**src/rtl/prio_encoder8to3.sv**
```systemverilog
// prio_encoder8to3: 74148-style priority encoder; falling edges on active-low requests become pending events.
// Latency: capture 1 edge after req_n low, valid 1 edge later (+2 edges with PRIO_ENC_SYNC_EN defined).
// Backpressure: the presented code is held, with valid high, until ack; one idle cycle separates grants.
module prio_encoder8to3 #(
  parameter int N = 8,
  parameter int W = 3
) (
  input  logic         clk,
  input  logic         rst_n,
  input  logic         ei_n,
  input  logic [N-1:0] req_n,
  input  logic         ack,
  output logic [W-1:0] code,
  output logic         valid,
  output logic [N-1:0] pending,
  output logic         eo_n
);

  // The code must be able to name every request line exactly.
  if (W != $clog2(N)) begin : g_bad_cfg
    $error("prio_encoder8to3: W must equal clog2(N)");
  end

  typedef enum logic {
    IDLE    = 1'b0,
    PRESENT = 1'b1
  } state_t;

  state_t       state_q, state_d;
  logic [N-1:0] pending_q, pending_d;
  logic [N-1:0] req_prev_q, req_prev_d;
  logic [W-1:0] code_q, code_d;
  logic         valid_q, valid_d;

  logic [N-1:0] req_smp;
  logic [N-1:0] fall_vec;
  logic [N-1:0] set_vec;
  logic [N-1:0] clr_vec;
  logic [W-1:0] top_idx;
  logic         any_pending;

`ifdef PRIO_ENC_SYNC_EN
  logic [N-1:0] sync1_q, sync1_d;
  logic [N-1:0] sync2_q, sync2_d;

  // Two-stage synchronizer in front of the edge detector for asynchronous request lines.
  always_comb begin
    sync1_d = req_n;
    sync2_d = sync1_q;
    req_smp = sync2_q;
  end

  // Synchronizer flops idle high so no spurious falling edge appears out of reset.
  always_ff @(posedge clk) begin
    if (!rst_n) begin
      sync1_q <= '1;
      sync2_q <= '1;
    end else begin
      sync1_q <= sync1_d;
      sync2_q <= sync2_d;
    end
  end
`else
  // Requests are already synchronous to clk; sample them directly.
  always_comb begin
    req_smp = req_n;
  end
`endif

  // Falling-edge detection; req_prev always tracks the line, captures only while enabled.
  always_comb begin
    req_prev_d = req_smp;
    fall_vec   = req_prev_q & ~req_smp;
    set_vec    = ei_n ? '0 : fall_vec;
  end

  // Highest-index pending bit; later (higher) indices overwrite lower ones.
  always_comb begin
    top_idx     = '0;
    any_pending = |pending_q;
    for (int i = 0; i < N; i++) begin
      if (pending_q[i]) begin
        top_idx = W'(i);
      end
    end
  end

  // Pending update: ack clears the presented bit, a new capture on the same bit wins.
  always_comb begin
    clr_vec = '0;
    if ((state_q == PRESENT) && !ei_n && ack) begin
      clr_vec[code_q] = 1'b1;
    end
    pending_d = (pending_q & ~clr_vec) | set_vec;
  end

  // Presentation FSM: grant from IDLE, hold the code in PRESENT until ack or disable.
  always_comb begin
    state_d = state_q;
    code_d  = code_q;
    valid_d = valid_q;
    case (state_q)
      IDLE: begin
        valid_d = 1'b0;
        if (!ei_n && any_pending) begin
          code_d  = top_idx;
          valid_d = 1'b1;
          state_d = PRESENT;
        end
      end
      PRESENT: begin
        valid_d = 1'b1;
        // Disable withdraws the code without clearing its pending bit.
        if (ei_n || ack) begin
          valid_d = 1'b0;
          state_d = IDLE;
        end
      end
      default: begin
        valid_d = 1'b0;
        state_d = IDLE;
      end
    endcase
  end

  // State registers with synchronous active-low reset; reset drops any in-flight grant.
  always_ff @(posedge clk) begin
    if (!rst_n) begin
      state_q    <= IDLE;
      pending_q  <= '0;
      req_prev_q <= '1;
      code_q     <= '0;
      valid_q    <= 1'b0;
    end else begin
      state_q    <= state_d;
      pending_q  <= pending_d;
      req_prev_q <= req_prev_d;
      code_q     <= code_d;
      valid_q    <= valid_d;
    end
  end

  assign code    = code_q;
  assign valid   = valid_q;
  assign pending = pending_q;
  // Cascade enable: low only when enabled and idle; follows ei_n while reset is held.
  assign eo_n    = rst_n ? (ei_n | any_pending | valid_q) : ei_n;

endmodule
```
**config.mk**
```make
export PLATFORM = sky130hd
export DESIGN_NAME = prio_encoder8to3
export DESIGN_NICKNAME = d
export VERILOG_FILES = /design/src/rtl/prio_encoder8to3.sv
export SDC_FILE = /design/constraint.sdc
export NUM_CORES = 1
export LEC_CHECK = 0
export BUFFER_PORTS_ARGS = -buffer_cell sky130_fd_sc_hd__buf_4
export CAP_MARGIN = 10
export CORE_MARGIN = 4
export CORE_UTILIZATION = 49
export CTS_CLUSTER_DIAMETER = 50
export DETAILED_ROUTE_END_ITERATION = 8
export GPL_TIMING_DRIVEN = 1
export PLACE_DENSITY = 0.74
export SYNTH_ARGS = -nofsm -noshare
export SYNTH_HDL_FRONTEND = slang
export SYNTH_SLANG_ARGS = --single-unit
export TNS_END_PERCENT = 100
```
**constraint.sdc**
```tcl
create_clock -name clk -period 1.63 [get_ports clk]
set_input_delay 0.163 -clock clk [delete_from_list [all_inputs] [get_ports clk]]
set_output_delay 0.163 -clock clk [all_outputs]
set_load 0.05 [all_outputs]
```
==> flow_metrics.tcl <==
set metrics [dict create \
    status "complete, no violations" \
    finalWirelength_mm 1.81 \
    crit_required_ns 1.47 \
    setup_viol 0 \
    drcViolationCount 0 \
    timing.rr.start "pending[1]" \
    finalCriticalPeriod_ns 1.59 \
    viasPerCell 5.48 \
    dp_hpwl_mm 1.34 \
    hold_viol_final 0 \
    grt_pass1_vias 709 \
    synth_area_um2 848 \
    gr-total-overflow 0 \
    finClkSkew_ns 0.00475 \
    crit_start "pending[2]" \
    clock-root-buffer "clkbuf_4" \
    synth_top_area_cell "dfxtp_1" \
    fin_crit_sh 0.976 \
    ys_seq_area_frac 0.472 \
    powerDensity_nw_per_um2 1140 \
    fp.dieH_um 49.6 \
    synthTopCellsByArea "dfxtp_1, nand2b_1, nand3_1" \
    peakVddDrop_uv 802 \
    p_clk_frac 0.316 \
    synth_top_family_by_area "simple AND/OR/NAND/NOR gates" \
    synthDistinctLibCells 24 \
    grtUsageTotal 0.158 \
    cp.arrival_ns 1.43 \
    antenna_cells 0 \
    synthAdderAreaFrac 0 \
    dr_total_vias 740 \
    maxCapViolCount 0 \
    ctsHoldBuffers 0 \
    clkLatencyLatePin_ns 0.31 \
    critPathMaxFanout 5 \
    final_core_util 0.718 \
    ctsLongestPathBuffers 2 \
    layout_common_cells "buf_4, nand2b_1, dfxtp_1" \
    synthMuxAreaShare 0 \
    coreArea_um2 1580 \
    worstMarginPinSlew_ns 0.309 \
    start_util 0.538 \
    numCtsBuffers 3 \
    swShare 0.298 \
    endpoint_kind "output pin" \
    syn_inst 90 \
    slowest_delay_ns 0.37 \
    die_area_um2 2460 \
    yosysWarnings 0 \
    ant_nets 0 \
    crit_slowest_cell "dfxtp_2" \
    syn-num-nets 102 \
    slew_violations 0 \
    hold_class "input port to flop" \
    place_ws_ns 0.180 \
    pwr-share-comb 0.241 \
    setup_slack_ns 0.0387 \
    grt_max_degree 23 \
    tns_ns 0 \
    gp_congestion 0.781 \
    synth-simple-area-share 0.341 \
    drt_iter0_markers 15 \
    hp-start "req_n[0]" \
    synth-xor-area-share 0 \
    rsz0062_at_grt "true" \
    rows 14 \
    hold_ws_ns 0.0542 \
    io_pins 25 \
    path_cells "nor4_4 > nand2_1 > o21ai_2 > nand2b_2 > buf_6" \
    syn-mean-instance-area_um2 9.43 \
    drtPass1Iterations 4 \
    p_int_uw 903 \
    layout_commonest_cell "buf_4" \
    cp-start-kind "flop" \
    clkTransAtPathRegs_ns 0.12 \
    p_leak_nw 0.474 \
    tritoncts "yes" \
    final_nets 132 \
    p_sw_uw 383 \
    fmax_ghz 0.628 \
    die_w_um 49.6 \
    relSlewSlack 0.791 \
    antenna_found_initial 0 \
    grt_pass1_wl_mm 3.02 \
    cts_max_level 1 \
    port_buffers 24 \
    cts_sinks 20 \
    synth_compound_area_frac 0.155 \
    drive_gt1_frac 0.361 \
    avgRoutedWirePerCell_um 13.4 \
    synth_top_area_share 0.472 \
    critPathKind "flop to output pin" \
    synth.ff_latch_count 20 \
    power.total_mw 1.29 \
    pwr-share-seq 0.444 \
    syn_to_final_growth_pct 33.5 \
]
metal layers:
layer | track usage | vias up | wire [µm]
met3 | 0.0512 | 2 | 102
met2 | 0.289 | 22 | 936
li1 | - | 374 | -
met1 | 0.172 | 342 | 747
met4 | 0.0415 | 0 | 24
met5 | 0 | - | 0
power by group through the flow:
stage          Sequential [mW]  Combinational, mW  Clock, mW
5_1_grt                  0.577              0.331      0.430
2_1_floorplan            0.666              0.110          0
3_5_place_dp             0.583              0.288          0
6_report                 0.571              0.309      0.406
3_3_place_gp             0.580              0.284          0
4_1_cts                  0.570              0.302      0.407
worst max-delay path: cells and delay by family, from the launching register on:
| kind | cells | cell delay (ns) |
|---|---|---|
| DFF | 1 | 0.37 |
| and+or+nand+nor | 3 | 0.48 |
| AOI/OAI and AO/OA | 1 | 0.13 |
| buffers and inverters | 1 | 0.15 |
cell type report:
type,count,area [µm²]
inverters,2,7.51
flip-flops and latches,20,412
clock inverters,1,30.0
fillers,128,444
multi-input cells,65,427
repair buffers,28,214
clock buffers,3,22.5
well taps,16,20.0
sequential cells by signal, summed over array words and instances (netlist names):
signal and count:
req_prev_q 8, valid 1, code 3, pending 8
final timing paths:
| path | slack (ns) | end | cells past startpoint |
|---|---|---|---|
| setup / recovery | 0.04 | eo_n | 5 |
| hold / removal | 0.05 | req_prev_q[0] | 2 |
| hold reg to reg | 0.44 | pending[2] | 2 |
| setup reg to reg | 0.17 | code[0] | 6 |
cell usage after synthesis:
master and instances:
o311ai_0 1, buf_2 1, nand2_1 8, dfxtp_1 20, o21ai_0 5, a211oi_4 1, buf_6 1, o21a_1 2
nor2_1 2, o311ai_1 1, and4b_1 1, a21oi_1 2, and4bb_2 1, nand3_1 10, nor2b_1 2, o31a_1 1
nor3_1 2, nor4_4 2, o211a_1 1, o21ai_1 5, nand2b_1 17, nor3b_1 1, clkbuf_1 1, inv_1 2
through the flow:
stage	std cells	cell area [µm²]
floorplan	90	851
global placement	128	1040
detailed placement	128	1040
CTS	134	1120
global route	135	1130
finish	135	1130
logic make-up after synthesis:
| logic type | Yosys count |
|---|---|
| and+or+nand+nor | 46 |
| DFF | 20 |
| AOI/OAI and AO/OA | 19 |
| buffers and inverters | 5 |
what timing repair did:
item	in CTS	in global routing
pin swaps	3	3
buffers inserted	2	1
gates resized for setup	6	4
setup endpoints to repair	1	1
Note: power is estimated with default switching activity, not from simulation.
